$ cat config.mk
export PLATFORM = sky130hd
export DESIGN_NAME = cache_loader
export DESIGN_NICKNAME = d
export VERILOG_FILES = /design/src/rtl/cache_loader.sv
export SDC_FILE = /design/constraint.sdc
export NUM_CORES = 1
export LEC_CHECK = 0
export CAP_MARGIN = 20
export CORE_MARGIN = 2
export CORE_UTILIZATION = 53
export DETAILED_ROUTE_END_ITERATION = 10
export MAX_ROUTING_LAYER = met4
export PLACE_DENSITY = 0.85
export SLEW_MARGIN = 40
export SYNTH_ARGS = -nofsm -noshare
export SYNTH_HDL_FRONTEND = slang
export SYNTH_SLANG_ARGS = --single-unit
$ cat constraint.sdc
create_clock -name ip_clk -period 3.7 [get_ports ip_clk]
set_clock_uncertainty 0.15 [all_clocks]
set_input_delay 1.11 -clock ip_clk [delete_from_list [all_inputs] [get_ports ip_clk]]
set_output_delay 1.11 -clock ip_clk [all_outputs]
set_load 0.05 [all_outputs]
$ cat src/rtl/cache_loader.sv
// cache_loader
//   Boot-time initiator for the core's cache-write port. Parses a byte stream
//   of records from the boot link:
//     CMD_WRITE a0 a1 a2 a3 d0 d1 d2 d3  -> one cache write (little-endian)
//     CMD_DONE                           -> one load-complete strobe
//   After CMD_DONE the block discards all further traffic until reset.
//
// Ports
//   ip_clk, ip_rst (async, active-low)
//   ip_byte_data/ip_byte_valid/op_byte_ready : inbound byte stream
//   ip_hold                                  : core not ready, delays the write
//   op_wr_cache_data/addr/en/done_ctrl       : core cache-write interface
//   op_busy, op_error, op_word_count         : status
//
// state      | meaning
// -----------+-------------------------------------------------------------
// S_IDLE     | waiting for a command byte
// S_ADDR     | collecting the 4 address bytes
// S_DATA     | collecting the 4 data bytes
// S_WRITE    | record complete; check alignment, wait out ip_hold
// S_STROBE   | write strobe is high this cycle
// S_DONE     | issuing the load-complete strobe
// S_FINISHED | load finished; bytes are swallowed until reset
module cache_loader #(
   parameter logic [7:0] CMD_WRITE   = 8'hA5,
   parameter logic [7:0] CMD_DONE    = 8'h5A,
   parameter int         COUNT_WIDTH = 16
) (
   input  logic                   ip_clk,
   input  logic                   ip_rst,
   input  logic [7:0]             ip_byte_data,
   input  logic                   ip_byte_valid,
   output logic                   op_byte_ready,
   input  logic                   ip_hold,
   output logic [31:0]            op_wr_cache_data,
   output logic [31:0]            op_wr_cache_addr,
   output logic                   op_wr_cache_en,
   output logic                   op_wr_cache_done_ctrl,
   output logic                   op_busy,
   output logic                   op_error,
   output logic [COUNT_WIDTH-1:0] op_word_count
);

   localparam logic [2:0] S_IDLE     = 3'd0;
   localparam logic [2:0] S_ADDR     = 3'd1;
   localparam logic [2:0] S_DATA     = 3'd2;
   localparam logic [2:0] S_WRITE    = 3'd3;
   localparam logic [2:0] S_STROBE   = 3'd4;
   localparam logic [2:0] S_DONE     = 3'd5;
   localparam logic [2:0] S_FINISHED = 3'd6;

   logic [2:0]             state_q, state_d;
   logic [1:0]             idx_q, idx_d;
   logic [31:0]            addr_q, addr_d;
   logic [31:0]            data_q, data_d;
   logic                   en_q, en_d;
   logic                   done_q, done_d;
   logic                   err_q, err_d;
   logic [COUNT_WIDTH-1:0] cnt_q, cnt_d;
   logic                   byte_ready;
   logic                   accept;

   // Ready is decoded from state only, so there is no path from ip_byte_valid.
   assign byte_ready = (state_q == S_IDLE) || (state_q == S_ADDR) ||
                       (state_q == S_DATA) || (state_q == S_FINISHED);
   assign accept     = ip_byte_valid && byte_ready;

   always_comb begin
      state_d = state_q;
      idx_d   = idx_q;
      addr_d  = addr_q;
      data_d  = data_q;
      en_d    = 1'b0;
      done_d  = 1'b0;
      err_d   = err_q;
      cnt_d   = cnt_q;
      case (state_q)
         S_IDLE: begin
            if (accept) begin
               if (ip_byte_data == CMD_WRITE) begin
                  state_d = S_ADDR;
                  idx_d   = 2'd0;
               end else if (ip_byte_data == CMD_DONE) begin
                  state_d = S_DONE;
               end else begin
                  err_d = 1'b1;
               end
            end
         end
         S_ADDR: begin
            if (accept) begin
               addr_d[{idx_q, 3'b000} +: 8] = ip_byte_data;
               idx_d = idx_q + 2'd1;
               if (idx_q == 2'd3) state_d = S_DATA;
            end
         end
         S_DATA: begin
            if (accept) begin
               data_d[{idx_q, 3'b000} +: 8] = ip_byte_data;
               idx_d = idx_q + 2'd1;
               if (idx_q == 2'd3) state_d = S_WRITE;
            end
         end
         S_WRITE: begin
            if (addr_q[1:0] != 2'b00) begin
               err_d   = 1'b1;
               state_d = S_IDLE;
            end else if (!ip_hold) begin
               en_d    = 1'b1;
               state_d = S_STROBE;
               if (cnt_q != {COUNT_WIDTH{1'b1}}) cnt_d = cnt_q + COUNT_WIDTH'(1);
            end
         end
         S_STROBE:   state_d = S_IDLE;
         S_DONE: begin
            done_d  = 1'b1;
            state_d = S_FINISHED;
         end
         S_FINISHED: state_d = S_FINISHED;
         default:    state_d = S_IDLE;
      endcase
   end

   always_ff @(posedge ip_clk or negedge ip_rst) begin
      if (!ip_rst) begin
         state_q <= S_IDLE;
         idx_q   <= 2'd0;
         addr_q  <= 32'd0;
         data_q  <= 32'd0;
         en_q    <= 1'b0;
         done_q  <= 1'b0;
         err_q   <= 1'b0;
         cnt_q   <= '0;
      end else begin
         state_q <= state_d;
         idx_q   <= idx_d;
         addr_q  <= addr_d;
         data_q  <= data_d;
         en_q    <= en_d;
         done_q  <= done_d;
         err_q   <= err_d;
         cnt_q   <= cnt_d;
      end
   end

   assign op_byte_ready         = byte_ready;
   assign op_wr_cache_addr      = addr_q;
   assign op_wr_cache_data      = data_q;
   assign op_wr_cache_en        = en_q;
   assign op_wr_cache_done_ctrl = done_q;
   assign op_error              = err_q;
   assign op_word_count         = cnt_q;
   assign op_busy               = (state_q != S_IDLE) && (state_q != S_FINISHED);

endmodule

After elaboration in Yosys (flattened, before gate mapping):

Index checks and enable logic that the tools add are counted.

* output and inout bits: 85
* memory bits (writable): 0
* latch bits: 0
* bits in read-only memories: 0
* memories: 0
* input port bits: 12
* register bits after elaboration: 88

* shift operators: 2
* div/mod/pow operators: 0
* reduce and logical (&&, ||, !) cells: 18
* $add $sub $neg: 3
* multiply operators: 0
* eq/ne operators: 22
* muxes and demuxes: 25
* magnitude comparators: 0
* bitwise operators: 2

Operators with widths (count)
* bitwise mux 32 bit: 2
* variable shift 8 x 7 -> 32 bit, first input constant: 1
* variable part select 8 x 7 -> 32 bit: 1
* 2-to-1 mux 3 bit: 9
* adder 16 x 1 -> 16 bit, second input constant: 1
* != test 16 bit, second input constant: 1
* case mux 3 bit (5 select lines): 1
* != test 2 bit, second input constant: 6
* equality test 8 x 7 -> 1 bit, second input constant: 1
* equality test 8 bit, second input constant: 1
* 2-to-1 mux 1 bit: 8
* != test 2 x 1 -> 1 bit, second input constant: 4
* AND reduction 4 bit: 2
* negation 5 -> 7 bit: 1
* AND reduction 7 bit: 1
* equality test 3 x 2 -> 1 bit, second input constant: 2
* equality test 3 bit, second input constant: 2
* 2-to-1 mux 2 bit: 3
* != test 3 bit, second input constant: 2
* nonzero test 2 bit: 3
* AND reduction 5 bit: 1
* case mux 2 bit (2 select lines): 1
* AND reduction 2 bit: 2
* OR reduction 2 bit: 2
* other kinds (10): 14

Depth between registers and ports, before layout:

* word-level depth: 7
* depth in mapped cells: 8
* gate-level depth less buffers: 6

Least setup slack after synthesis:

Ideal clock, no wire load.

* path kind: in2reg
* start point: in ip_byte_data[0]
* end point: reg state_q[0]
* buffers on the path: 1
* cell stages on the path: 5
* arrival: 2.218 ns
* slack: 1.207 ns
* setup time: 0.125 ns
* path through: clkbuf_2 > nor4b_1 > nand4_1 > a211oi_2 > mux2_4

* cells in the longest elaborated chain, start to end: 4

RTL lines
* start: declaration: RTL line 31 `input logic [7:0] ip_byte_data,`
* equality test 8 bit: RTL line 80 `if (ip_byte_data == CMD_WRITE) begin`
* 2-to-1 mux 3 bit: RTL line 80
* 2-to-1 mux 3 bit: RTL line 79 `if (accept) begin`
* case mux 3 bit (5 select lines): RTL line 77 `case (state_q)`
* end signal: assignment: RTL line 135 `state_q <= state_d;`
* end: declaration: RTL line 52 `logic [2:0] state_q, state_d;`

Several ways; a longest one is shown, not always the timed one. The select of a mux whose other input is x is not followed.
A chain may end at the register's enable or synchronous reset.

Final worst setup path:

* start point: reg state_q[1]
* end point: out op_busy

* cells in the longest elaborated chain, start to end: 2

RTL lines
* != test 3 bit or nonzero test 3 bit (tied branches): RTL line 153 `assign op_busy = (state_q != S_IDLE) && (state_q != S_FINISHED);`
* logical AND 1 bit (*): RTL line 153
* end: declaration: RTL line 39 `output logic op_busy,`

Every way passes the cells marked *; elsewhere a longest branch is shown, timed or not.

==> flow_summary.ini <==
[yosys]
synthMuxAreaShare = 0.0959
synth_edf_count = 0
syn_nets = 396
yosys_warnings = 0
synth_ff_type = dfrtp_1
syn_inst = 378
synth_area_mm2 = 0.00404
synth-seq-cells = 88
synth_fa_ha_area_frac = 0.0186
synthSimpleGateAreaFrac = 0.192
synthDistinctLibCells = 48
seq_area_frac_synth = 0.545
synthArstFlopShare = 1.00
synth_compound_area_frac = 0.0696
synth_xor_area_frac = 0.0325
syn_avg_cell_area_um2 = 10.7
synth_top_family_by_area = simple AND/OR/NAND/NOR gates

[sta]
tightest_slew_ps = 871
relSlewSlack = 0.415
tns_ps = 0
hold_viol = 0
period_minus_slack_ps = 3280
max_freq_ghz = 0.305
slew_viol_final = 0
hold-worst-slack_ps = 347
rsz0062_at_grt = no
setup_viol = 0
timing.final.crit_share = 0.886

[clock_tree]
clkLatencyLatePin_ps = 350
cts_setup_buffers = 0
root_buffer = clkbuf_8
postCtsHoldBufs = 0
cts.repair.resized = 0
clk_pin_slew_ps = 90
cts_tree = built
clock_path_buffers = 2
cts_inserted_buffers = 9
htreeDepth = 3
clock-sinks = 88

[grt]
met1_usage = 0.340
antenna_found_initial = 0
use_met2 = 0.387
use_met3 = 0.0440
grt_first_pass_wirelength_um = 16200
grt.busiest_layer = met2
groute.usage.overall = 0.251
grt_max_degree = 89
overflow = 0
grt_pass1_vias = 3279

[setup_path]
end_kind = output port
worstPathCellList = xnor2_1 -> nand2b_1 -> clkdlybuf4s50_1
crit_path_max_fanout = 15
crit_required_ps = 2440
cp_top_family = buffers and inverters
cp_slowest_cell = clkdlybuf4s50_1
critical_path_buf_inv_count = 1
worstSetupPathType = reg2out
slowest_delay_ps = 810
critPathArrivalTime_ps = 2020
startpoint_type = flop

[place]
post-dp-hpwl_um = 6830
gp_congestion = 0.886
portBuffers = 96

[layout]
final_util = 0.731
drive_gt1_frac = 0.122
syn2layout_area_growth_pct = 32.5
num_antenna_cells = 0
nets = 498

[outcome]
status = completed

[power]
p_leak_nw = 2.51
power.total_mw = 4.95
p_int_mw = 2.57
p_per_area_mw_per_mm2 = 924
seq_power_share = 0.312
p_switching_mw = 2.38
combPwrFrac = 0.535
vdd.ir_drop.worst_mv = 0.711
netSwitchingFraction = 0.481
pwr-share-clk = 0.152

[die]
die_w_um = 91.4
initial_core_util = 0.552
die_h_um = 91.4
core_mm2 = 0.00733
die-area_mm2 = 0.00834
rows = 31
boundaryPins = 97

[detailed_routing]
drcViolationCount = 0
num_vias = 3161
wirelength_um = 9790
drtIter0Drc = 130
dr.pass1.iters = 5
wire_per_inst_um = 16.8
via_per_inst = 5.41
final_antenna_net_count = 0

[min_path]
hold_class = reg2reg

[run]
drv_cap = 0
## registers in the layout, indices dropped and copies added, names as in the netlist
| register | cells |
|---|---|
| op_wr_cache_addr | 32 |
| op_wr_cache_data | 32 |
| op_word_count | 16 |
| state_q | 3 |
| idx_q | 2 |
| op_error | 1 |
| op_wr_cache_done_ctrl | 1 |
| op_wr_cache_en | 1 |
## tightest hold or removal path, delay by kind of cell (launching register included)
family           cells  cell delay [ps]
AO/OA/AOI/OAI        1               60
flip-flops           1              350
AND/OR/NAND/NOR      1               50
## synthesized netlist by cell type, types with 7 or more instances
cell type	number	area share
and2_1	9	0.014
dfrtp_1	88	0.54
inv_1	31	0.029
mux2_2	18	0.050
mux2i_1	17	0.042
nand2_1	62	0.058
nand3_1	13	0.016
nand4_1	7	0.011
nor2_1	9	0.0084
nor3_1	9	0.011
o21ai_0	26	0.032
o21ai_1	8	0.0099
xor2_1	13	0.028
## area by class of cell
class / instances / area [um^2]
multi-input combinational: 246 / 1660
clock buffer: 10 / 138
timing repair buffer: 104 / 1020
inverter: 31 / 116
clock inverter: 6 / 91.3
sequential: 88 / 2200
tap: 99 / 124
fill: 502 / 1970
## power groups by stage
| stage | sequential, mW | clock, mW | combinational, mW |
|---|---|---|---|
| 6_report | 1.55 | 0.755 | 2.65 |
| 3_5_place_dp | 1.56 | 0 | 2.64 |
| 2_1_floorplan | 2.58 | 0 | 0.716 |
| 4_1_cts | 1.54 | 0.756 | 2.66 |
| 5_1_grt | 1.59 | 0.798 | 2.78 |
| 3_3_place_gp | 1.54 | 0 | 2.58 |
## layout by cell type (no fill, tap or decap), types with 2 or more instances in the layout
cell type / synthesis / final
clkdlybuf4s50_1: 0 / 95
dfrtp_1: 88 / 88
nand2_1: 62 / 62
inv_1: 31 / 31
o21ai_0: 26 / 26
mux2_2: 18 / 18
mux2i_1: 17 / 17
nand3_1: 13 / 13
xor2_1: 13 / 13
clkbuf_8: 0 / 11
nor2_1: 9 / 9
nor3_1: 9 / 9
and2_1: 9 / 9
o21ai_1: 8 / 8
buf_4: 1 / 8
nand4_1: 7 / 7
ha_1: 6 / 6
nand2b_1: 5 / 5
a21oi_1: 4 / 4
or3_1: 3 / 3
and3_1: 3 / 3
clkinvlp_4: 0 / 3
xnor2_1: 2 / 2
nor4_2: 2 / 2
nor3b_2: 2 / 2
nor2b_1: 2 / 2
a211oi_1: 2 / 2
o21bai_1: 2 / 2
nor4b_2: 2 / 2
nor4_1: 2 / 2
bufinv_16: 0 / 2
## layer usage
metal / part of all wire / up-vias
li1: - / 1480
met4: 0.018 / 0
met1: 0.44 / 1551
met5: 0 / -
met2: 0.49 / 115
met3: 0.051 / 15
## per-stage QoR
step           area (um^2)  cells  setup WS, ps
2_1_floorplan         4040    378          1210
3_3_place_gp          5110    568           712
3_5_place_dp          5120    568           616
4_1_cts               5350    584           435
5_1_grt               5360    584           338
6_report              5360    584           423
## worst paths after layout
check                                                      from                          endpoint  slack [ps]  cells past startpoint
worst max-delay path                     state_q[1]$_DFFE_PN0P_                           op_busy         420                      3
worst min-delay path            op_wr_cache_addr[7]$_DFFE_PN0P_   op_wr_cache_addr[7]$_DFFE_PN0P_         350                      2
worst max register to register     op_word_count[0]$_DFFE_PN0P_      op_word_count[1]$_DFFE_PN0P_        1280                      6
worst min register to register  op_wr_cache_addr[7]$_DFFE_PN0P_   op_wr_cache_addr[7]$_DFFE_PN0P_         350                      2
max in group asynchronous                                ip_rst   op_wr_cache_data[3]$_DFFE_PN0P_        2290                      1
min in group asynchronous                                ip_rst  op_wr_cache_data[28]$_DFFE_PN0P_         640                      1
## cell families after synthesis
group | after synthesis
flip-flops | 88
multiplexers | 36
AO/OA/AOI/OAI | 48
AND/OR/NAND/NOR | 141
buffers and inverters | 44
adder cells (fa/ha/maj) | 6
XOR/XNOR | 15
No activity file was read; power rests on OpenSTA's default activity.
==> variant: new RTL, config.mk and constraints unchanged <==
Make the reset (`ip_rst`) synchronous in one clocked block. Comments in the files are not updated.
--- a/src/rtl/cache_loader.sv
+++ b/src/rtl/cache_loader.sv
@@ -121,7 +121,7 @@
       endcase
    end
 
-   always_ff @(posedge ip_clk or negedge ip_rst) begin
+   always_ff @(posedge ip_clk) begin
       if (!ip_rst) begin
          state_q <= S_IDLE;
          idx_q   <= 2'd0;
Formal check against the unedited RTL: differs if ip_rst is asserted again (counterexample within 4 cycles, from zero or initial values and one cycle with ip_rst low); with ip_rst held inactive, the same outputs for 10 cycles.
==> variant against the original RTL <==
- worst setup slack worse by 0.064 ns
- synthesized area is 5.8% lower
- die area shrank 5.6%
- via count grew 22%
- routed wire length rose by 8.3%
- global-route usage rose by 2.8 points
- final area shrank 6.4%
- sequential cell count unchanged
- critical endpoint is now op_byte_ready
- largest cell class is now multi-input gates
Power is not compared: it rests on default switching activity, and its combinational part moved more than twofold at a synthesized area within 25%.
==> variant: results (changes against the original RTL) <==
via count=3860 (+22%); post-place setup slack=0.475 ns (-0.141 ns); hpwl dp=7.21 mm (+5.7%); Inverters=8 (-74%); Max-Slew Margin vs Limit=49.5% (+8.0 points); Syn Inst Count=461 (+22%); design area=5010 um2 (-6.4%); crit-path leading delay family=buffers and inverters; Pre-antenna DRT Iters=5 (unchanged); final hold slack=0.310 ns (-0.0370 ns); CTS Root Cell=clkbuf_8; Total Routing Usage GR=28.0% (+2.8 points); flop-to-flop setup slack=1.24 ns (-0.04 ns); comb_multi_in=331 (+35%); DRT iter0 DRCs=288 (+120%); share of cells above drive strength 1=6.03% (-6.1 points); Final period util=90.3% (+1.7 points); Critical Path AT=2.08 ns (+0.06 ns); largest net degree at the start of global routing=41 (-54%); crit path launch=state_q[1]$_SDFFE_PN0P_; Max rail drop VDD=0.232 mV; Register Area=1760 um2 (-20%); Async SR Flop Fraction=0% (-100 points); reg2reg end=op_wr_cache_data[12]$_SDFFE_PN0P_; FF-to-FF path depth=5 (-1); type of the most critical hold path=flop to flop; ANT cells=0 (unchanged); prevailing post-synth register cell=dfxtp_1; Synthesized Nets=479 (+21%); sequential share of the synthesized area=46.3% (-8.2 points); DIE AREA=7880 um2 (-5.6%); crit path to=op_byte_ready; status=complete, no violations; CP peak stage delay=0.81 ns (about the same); # fillers=528 (+5.2%); Final GP Congestion=0.870 (-1.7%); Reg clk slew, reported paths=0.09 ns (about the same); Clock-cell share=3.54% (-0.73 points); CLK BUF=10 (unchanged); synth top area cells=dfxtp_1 46%, a21oi_1 8.1%, nand2_1 7.1%, nand3_1 6.8%, a22oi_1 3.2%; Slowest-stage cell, CP=clkdlybuf4s50_1; WL final=10.6 mm (+8.3%); post-CTS setup buffers=0 (unchanged); first-pass GRT wire length=16.6 mm (+2.8%); Non-Clock Buffer Area Fraction=20.6% (+1.5 points); post-DR vias/cell=6.00 (+11%); fraction of area in multi-input gates=37.7% (+6.7 points); reg2reg start=idx_q[0]$_SDFFE_PN0P_; dpl cells=627 (+10%); Critical Path Fanout Max=16 (+1); DP Area=4820 um2 (-6.0%); synth unique cells=49 (+2.1%); number of global-route vias before repair=3455 (+5.4%); Post-layout nets=560 (+12%); Post-synth top cells=88 x dfxtp_1, 72 x nand2_1, 62 x a21oi_1, 52 x nand3_1, 22 x clkbuf_1
## variant: changes by cell type in the layout (fill, tap and decap cells not counted), sizes merged, moves of 6 or more
cell,change
o21ai,-27
inv,-21
mux2,-19
xor2,-13
or4,+6
a21oi,+58
mux2i,-15
nand3,+39
dfxtp,+88
dfrtp,-88
nand2,+9
a22oi,+16
nor2,+12
o31ai,+7
## variant: worst min-delay path by stage
stage                                                  from                                 to  cells after the start
final                     op_wr_cache_addr[27]$_SDFFE_PN0P_  op_wr_cache_addr[27]$_SDFFE_PN0P_                      2
after global routing      op_wr_cache_addr[11]$_SDFFE_PN0P_  op_wr_cache_addr[11]$_SDFFE_PN0P_                      2
after CTS                 op_wr_cache_addr[27]$_SDFFE_PN0P_  op_wr_cache_addr[27]$_SDFFE_PN0P_                      2
after detailed placement  op_wr_cache_addr[11]$_SDFFE_PN0P_  op_wr_cache_addr[11]$_SDFFE_PN0P_                      2
after global placement    op_wr_cache_addr[26]$_SDFFE_PN0P_  op_wr_cache_addr[26]$_SDFFE_PN0P_                      2
after floorplan                       idx_q[1]$_SDFFE_PN0P_              idx_q[1]$_SDFFE_PN0P_                      2
## variant: kinds of logic after synthesis
logic type,count (synthesis),synth area share (%)
simple gates,207,27.9
compound gates,113,18.0
flops,88,46.3
buf+inv,42,4.60
fa+ha+maj,7,2.23
xor+xnor,2,0.460
mux,2,0.526
## variant: routing by layer
| metal | part of all wire [%] | GRT usage, % |
|---|---|---|
| met1 | 43 | 38.2 |
| met2 | 47 | 41.4 |
| met3 | 9.0 | 6.72 |
| met4 | 1.7 | 7.85 |
| met5 | 0 | - |
## variant: power breakdown
group	switching (W)	total, W	leakage, nW	internal [W]
logic	0.0000598	0.0000918	0.828	0.0000320
clock network	0.000363	0.000617	0.0892	0.000254
registers	0.00000293	0.000952	0.709	0.000949
